### src/rtl/jam_pkg.sv
// Shared constants and types for the JAM cost-table responder.
package jam_pkg;

  localparam int N_WORKER    = 8;
  localparam int TABLE_DEPTH = N_WORKER * N_WORKER;
  localparam int IDX_W       = 6;
  localparam int COST_W      = 7;

  typedef enum logic [1:0] {
    LOAD  = 2'd0,
    SERVE = 2'd1,
    DONE  = 2'd2
  } state_e;

  // Row-major table address: worker index in the upper bits, job in the lower.
  function automatic logic [IDX_W-1:0] table_addr(input logic [2:0] w, input logic [2:0] j);
    return {w, j};
  endfunction

endpackage

### src/rtl/jam_cost_table.sv
// 64-entry cost storage: one synchronous write port, one combinational read port.
module jam_cost_table
  import jam_pkg::*;
#(
  parameter int WIDTH = COST_W
) (
  input  logic             CLK,
  input  logic             we,
  input  logic [IDX_W-1:0] waddr,
  input  logic [WIDTH-1:0] wdata,
  input  logic [IDX_W-1:0] raddr,
  output logic [WIDTH-1:0] rdata
);

  logic [WIDTH-1:0] mem_q [TABLE_DEPTH];

  // Write port. NOTE: the array has no reset on purpose; it is always fully
  // reloaded before it is read, and a reset would turn it into 448 resettable flops.
  always_ff @(posedge CLK) begin
    if (we) begin
      mem_q[waddr] <= wdata;
    end
  end

  // Zero-latency read so the requester can sample on either clock edge.
  assign rdata = mem_q[raddr];

endmodule

### src/rtl/jam_cost_server.sv
// JAM cost-table responder: loads the 8x8 cost table over a valid/ready
// stream, serves Cost = table[W][J] combinationally, then checks the
// requester's MinCost/MatchCount against expected values under a watchdog.
// Optional build macro: JAM_READ_COVERAGE_EN (adds a read-coverage mask that
// must be full for pass; cov_full reports it, otherwise cov_full is tied to 1).
module jam_cost_server #(
  parameter int COST_W  = jam_pkg::COST_W,
  parameter int RES_W   = 10,
  parameter int CNT_W   = 17,
  parameter int TIMEOUT = 50000
) (
  input  logic              CLK,
  input  logic              RST,
  input  logic              ld_valid,
  output logic              ld_ready,
  input  logic [COST_W-1:0] ld_data,
  input  logic [2:0]        W,
  input  logic [2:0]        J,
  output logic [COST_W-1:0] Cost,
  input  logic [RES_W-1:0]  MinCost,
  input  logic [3:0]        MatchCount,
  input  logic              Valid,
  input  logic [RES_W-1:0]  exp_min_cost,
  input  logic [3:0]        exp_match_count,
  output logic              busy,
  output logic              done,
  output logic              pass,
  output logic              timeout,
  output logic [CNT_W-1:0]  cycles,
  output logic              cov_full
);
  import jam_pkg::*;

  localparam logic [CNT_W-1:0] TIMEOUT_LAST = CNT_W'(TIMEOUT - 1);
  localparam logic [IDX_W-1:0] IDX_LAST     = IDX_W'(TABLE_DEPTH - 1);

  state_e            state_q, state_d;
  logic [IDX_W-1:0]  idx_q, idx_d;
  logic              ld_ready_q, ld_ready_d;
  logic              busy_q, busy_d;
  logic              done_q, done_d;
  logic              pass_q, pass_d;
  logic              timeout_q, timeout_d;
  logic [CNT_W-1:0]  cycles_q, cycles_d;

  logic              ld_fire;
  logic              result_ok;
  logic              cov_ok;
  logic [CNT_W-1:0]  cycles_inc;
  logic [COST_W-1:0] tbl_rd;

  assign ld_fire    = (state_q == LOAD) && ld_valid && ld_ready_q;
  assign result_ok  = (MinCost == exp_min_cost) && (MatchCount == exp_match_count);
  assign cycles_inc = (&cycles_q) ? cycles_q : cycles_q + CNT_W'(1);

  jam_cost_table #(
    .WIDTH (COST_W)
  ) u_table (
    .CLK   (CLK),
    .we    (ld_fire),
    .waddr (idx_q),
    .wdata (ld_data),
    .raddr (table_addr(W, J)),
    .rdata (tbl_rd)
  );

  // Outside SERVE the table may hold uninitialised data, so Cost is forced low.
  assign Cost = (state_q == SERVE) ? tbl_rd : '0;

`ifdef JAM_READ_COVERAGE_EN
  logic [TABLE_DEPTH-1:0] mask_q, mask_d, mask_now;

  // Mask including the address being read this cycle, so a capture cycle counts.
  always_comb begin
    mask_now = mask_q | (TABLE_DEPTH'(1) << table_addr(W, J));
    mask_d   = mask_q;
    if (state_q == SERVE) begin
      mask_d = mask_now;
    end else if (state_q == LOAD) begin
      mask_d = '0;
    end
  end

  // Coverage mask register; cleared in reset and throughout LOAD.
  always_ff @(posedge CLK) begin
    if (RST) begin
      mask_q <= '0;
    end else begin
      mask_q <= mask_d;
    end
  end

  assign cov_ok   = &mask_now;
  assign cov_full = &mask_q;
`else
  assign cov_ok   = 1'b1;
  assign cov_full = 1'b1;
`endif

  // Next-state and next-output logic for LOAD -> SERVE -> DONE.
  always_comb begin
    // NOTE: every target gets a hold default first so no path infers a latch.
    state_d    = state_q;
    idx_d      = idx_q;
    ld_ready_d = ld_ready_q;
    busy_d     = busy_q;
    done_d     = done_q;
    pass_d     = pass_q;
    timeout_d  = timeout_q;
    cycles_d   = cycles_q;

    unique case (state_q)
      LOAD: begin
        if (ld_fire) begin
          idx_d = idx_q + IDX_W'(1);
          if (idx_q == IDX_LAST) begin
            state_d    = SERVE;
            ld_ready_d = 1'b0;
            busy_d     = 1'b1;
            cycles_d   = '0;
          end
        end
      end
      SERVE: begin
        cycles_d = cycles_inc;
        // Valid is checked first so a result on the last allowed cycle still counts.
        if (Valid) begin
          pass_d  = result_ok && cov_ok;
          done_d  = 1'b1;
          busy_d  = 1'b0;
          state_d = DONE;
        end else if (cycles_q == TIMEOUT_LAST) begin
          timeout_d = 1'b1;
          pass_d    = 1'b0;
          done_d    = 1'b1;
          busy_d    = 1'b0;
          state_d   = DONE;
        end
      end
      DONE: begin
        // Frozen until reset.
      end
      default: begin
        state_d = LOAD;
      end
    endcase
  end

  // State and registered outputs, synchronous active-high reset.
  always_ff @(posedge CLK) begin
    // NOTE: non-blocking assignments so all flops update from pre-edge values.
    if (RST) begin
      state_q    <= LOAD;
      idx_q      <= '0;
      ld_ready_q <= 1'b1;
      busy_q     <= 1'b0;
      done_q     <= 1'b0;
      pass_q     <= 1'b0;
      timeout_q  <= 1'b0;
      cycles_q   <= '0;
    end else begin
      state_q    <= state_d;
      idx_q      <= idx_d;
      ld_ready_q <= ld_ready_d;
      busy_q     <= busy_d;
      done_q     <= done_d;
      pass_q     <= pass_d;
      timeout_q  <= timeout_d;
      cycles_q   <= cycles_d;
    end
  end

  assign ld_ready = ld_ready_q;
  assign busy     = busy_q;
  assign done     = done_q;
  assign pass     = pass_q;
  assign timeout  = timeout_q;
  assign cycles   = cycles_q;

endmodule

### config.mk
export PLATFORM = sky130hd
export DESIGN_NAME = jam_cost_server
export DESIGN_NICKNAME = d
export VERILOG_FILES = /design/src/rtl/jam_pkg.sv /design/src/rtl/jam_cost_table.sv /design/src/rtl/jam_cost_server.sv
export SDC_FILE = /design/constraint.sdc
export NUM_CORES = 1
export LEC_CHECK = 0
export CORE_MARGIN = 10
export CORE_UTILIZATION = 55
export CTS_CLUSTER_DIAMETER = 100
export DETAILED_ROUTE_END_ITERATION = 12
export PLACE_DENSITY = 0.73
export SLEW_MARGIN = 20
export SYNTH_ARGS = -nofsm -noshare
export SYNTH_HDL_FRONTEND = slang
export SYNTH_SLANG_ARGS = --single-unit
### constraint.sdc
create_clock -name CLK -period 3 [get_ports CLK]
set_input_delay 0.45 -clock CLK [delete_from_list [all_inputs] [get_ports CLK]]
set_output_delay 0.45 -clock CLK [all_outputs]
set_load 0.02 [all_outputs]
==> run_results.csv <==
group,metric,value,unit
placed_design,hpwlAfterDp,29400,µm
worst_setup_path,cp_slowest_cell,"mux4_2",
finish,nets,1314,
sta,whs,358,ps
logic_synthesis,syn_nets,1064,
pwr,leakage,7.65,nW
worst_setup_path,crit_path_end_kind,"output port",
hold_path,hold_class,"primary input to register",
worst_setup_path,cp-start-kind,"register",
run,drv_cap,0,
clock_tree,cts_inserted_buffers,46,
logic_synthesis,yosys_warnings,0,
sta,tightest_slew,786,ps
sta,fmax,338,MHz
worst_setup_path,crit_type,"register to output port",
finish,antenna_cells,0,
route,drt-pass1-iter-count,5,
global_routing,grt_antenna_before_repair,0,
sta,timing.final.crit_share,0.986,
finish,finalNonFillerCells,1758,
worst_setup_path,crit_path_cell_trace,"mux4_2, mux2i_2, a211oi_1, a21oi_1, o21ai_2, buf_4, clkdlybuf4s15_2",
route,routed_wl,44800,µm
hold_path,worstHoldStart,"ld_data[1]",
sta,finalCriticalPeriod,2960,ps
logic_synthesis,synth_cells,1016,
logic_synthesis,synthDistinctLibCells,54,
finish,syn_to_final_growth,21.7,%
global_routing,grt_pass1_wl,67500,µm
clock_tree,clockBufferDepth,3,
logic_synthesis,synth_top_area_share,0.708,
route,route.detailed.drc,0,
worst_setup_path,worstPathArrival,2510,ps
clock_tree,numClockSinks,478,
pwr,peakVddDrop,0.000414,V
route,drtAntennaViolNets,0,
worst_setup_path,path_max_fanout,1,
worst_setup_path,critical_path_required,2550,ps
logic_synthesis,synth_top_area_cell,"edfxtp_1",
sta,layout_setup_ws,41.1,ps
floorplanning,std_cell_rows,68,
finish,layout_common_cells,"448 x edfxtp_1, 172 x buf_4, 113 x nor2_1",
sta,hold_violations,0,
placed_design,io_buffers,73,
route,via_per_inst,6.06,
sta,fin_skew,16.3,ps
placed_design,globalplace.congestion,0.914,
floorplanning,start_util,0.554,
logic_synthesis,syn_avg_cell_area,18.7,µm²
placed_design,place_ws,-435,ps
logic_synthesis,synth_edf_count,448,
pwr,p_total,0.0138,W
floorplanning,die_h,206,µm
route,drt-initial-drc-count,1332,
finish,layout_commonest_cell,"edfxtp_1",
sta,maxSlewViolCount,0,
finish,final_layout_size_suffix_gt1_frac,0.309,
floorplanning,core,34300,µm²
route,vias,10653,
floorplanning,boundaryPins,75,
placed_design,dp.cells,1658,
sta,tns,0,ps
clock_tree,cts-htree-levels,2,
clock_tree,cts_root_buf,"clkbuf_16",
logic_synthesis,ys_ff_latch,478,
logic_synthesis,ys.flop_type,"edfxtp_1",
clock_tree,clock_latency,560,ps
floorplanning,die-area,42400,µm²
logic_synthesis,syn-cell-area,19000,µm²
sta,rsz0062_at_grt,"no",
global_routing,overflow,0,
route,wl_per_cell,25.5,µm
clock_tree,path_clk_slew,60,ps
logic_synthesis,async_flop_share,0,
worst_setup_path,cp_slowest_stage_delay,530,ps
global_routing,grt_pass1_vias,10895,
clock_tree,cts_tree,"done",
sta,setup_viol,0,
pwr,power_density,598,nW/µm²
status,outcome,"finished clean",
floorplanning,die_x,206,µm
sta,maxSlewHeadroom,0.476,
logic_synthesis,seq_area_frac_synth,0.740,
clock_tree,hold_buffers,0,
global_routing,grt_use_total,0.216,
global_routing,grt_max_degree,65,
logic_synthesis,synth_area_leaders,"edfxtp_1 71%, mux4_2 13%, dfxtp_1 3.2%",
worst_setup_path,crit-reg2reg-launch,"cycles[4]",
worst_setup_path,startpoint,"u_table.mem_q[14][0]",
[cell usage after synthesis (15+ instances only)]
cell      count
buf_2        19
nor3_1       18
mux2i_1      16
nand2_1      26
mux4_2      108
xnor2_1      17
dfxtp_1      30
edfxtp_1    448
nor2_1      113
nand3_1      15
o21ai_0      17
clkbuf_1     16
[path summary, 6_finish.rpt]
| path | slack, ps | cells past startpoint | end |
|---|---|---|---|
| worst min register to register | 450 | 2 | done |
| worst max-delay path | 40 | 7 | Cost[0] |
| worst max register to register | 240 | 9 | cycles[15] |
| worst min-delay path | 360 | 1 | u_table.mem_q[0][1] |
[state kept, by name, indices dropped and copies added (netlist names)]
name and flops:
cycles 17, done 1, idx_q 6, u_table.mem_q 448, state_q 2, pass 1, busy 1, timeout 1
ld_ready 1
[timing repair]
item	CTS	global route
resized for setup	38	14
pin swaps	3	0
buffers inserted	3	11
gates cloned	1	0
endpoints found under the setup margin	7	6
[stage by stage]
step                      utilization  area (µm²)
after global routing            0.674       23100
after floorplan                     -       19000
after detailed placement        0.624       21400
after global placement          0.624       21400
after CTS                       0.671       23000
final                           0.674       23100
[where the power goes]
part	total, W	internal, W	switching (W)
clock network	0.00572	0.00338	0.00234
registers	0.00732	0.00731	0.0000103
logic	0.000793	0.000366	0.000426
total	0.0138	0.0111	0.00278
[layout make-up]
cell class	instances	area, µm²
Clock inverter	26	219
Tap cell	455	569
Multi-Input combinational cell	481	4750
Sequential cell	478	14100
Inverter	5	18.8
Fill cell	2191	11200
Timing Repair Buffer	254	2220
Clock buffer	59	1290
[critical path: cells and delay by family (launching register included)]
kind | cells | cell delay [ps]
flip-flops | 1 | 360
buffers and inverters | 2 | 390
AO/OA/AOI/OAI | 3 | 490
multiplexers | 2 | 730
[per-layer routing]
layer / global-route usage / share of wire / vias to the layer above
met2: 0.334 / 0.47 / 564
met5: 0 / 0 / -
met3: 0.0569 / 0.11 / 89
li1: - / - / 4592
met4: 0.0696 / 0.029 / 0
met1: 0.296 / 0.39 / 5408
[cell families (layout without fill, tap and decap cells)]
family / count (synthesis) / count (layout) / synth area share
compound gates: 79 / 79 / 0.0288
xor+xnor: 31 / 31 / 0.0143
fa+ha+maj: 3 / 3 / 0.00198
buf+inv: 57 / 344 / 0.0141
flops: 478 / 478 / 0.740
mux: 136 / 136 / 0.144
other cells: 1 / 1 / 0.000197
simple gates: 231 / 231 / 0.0572
(Power assumes the default switching activity.)
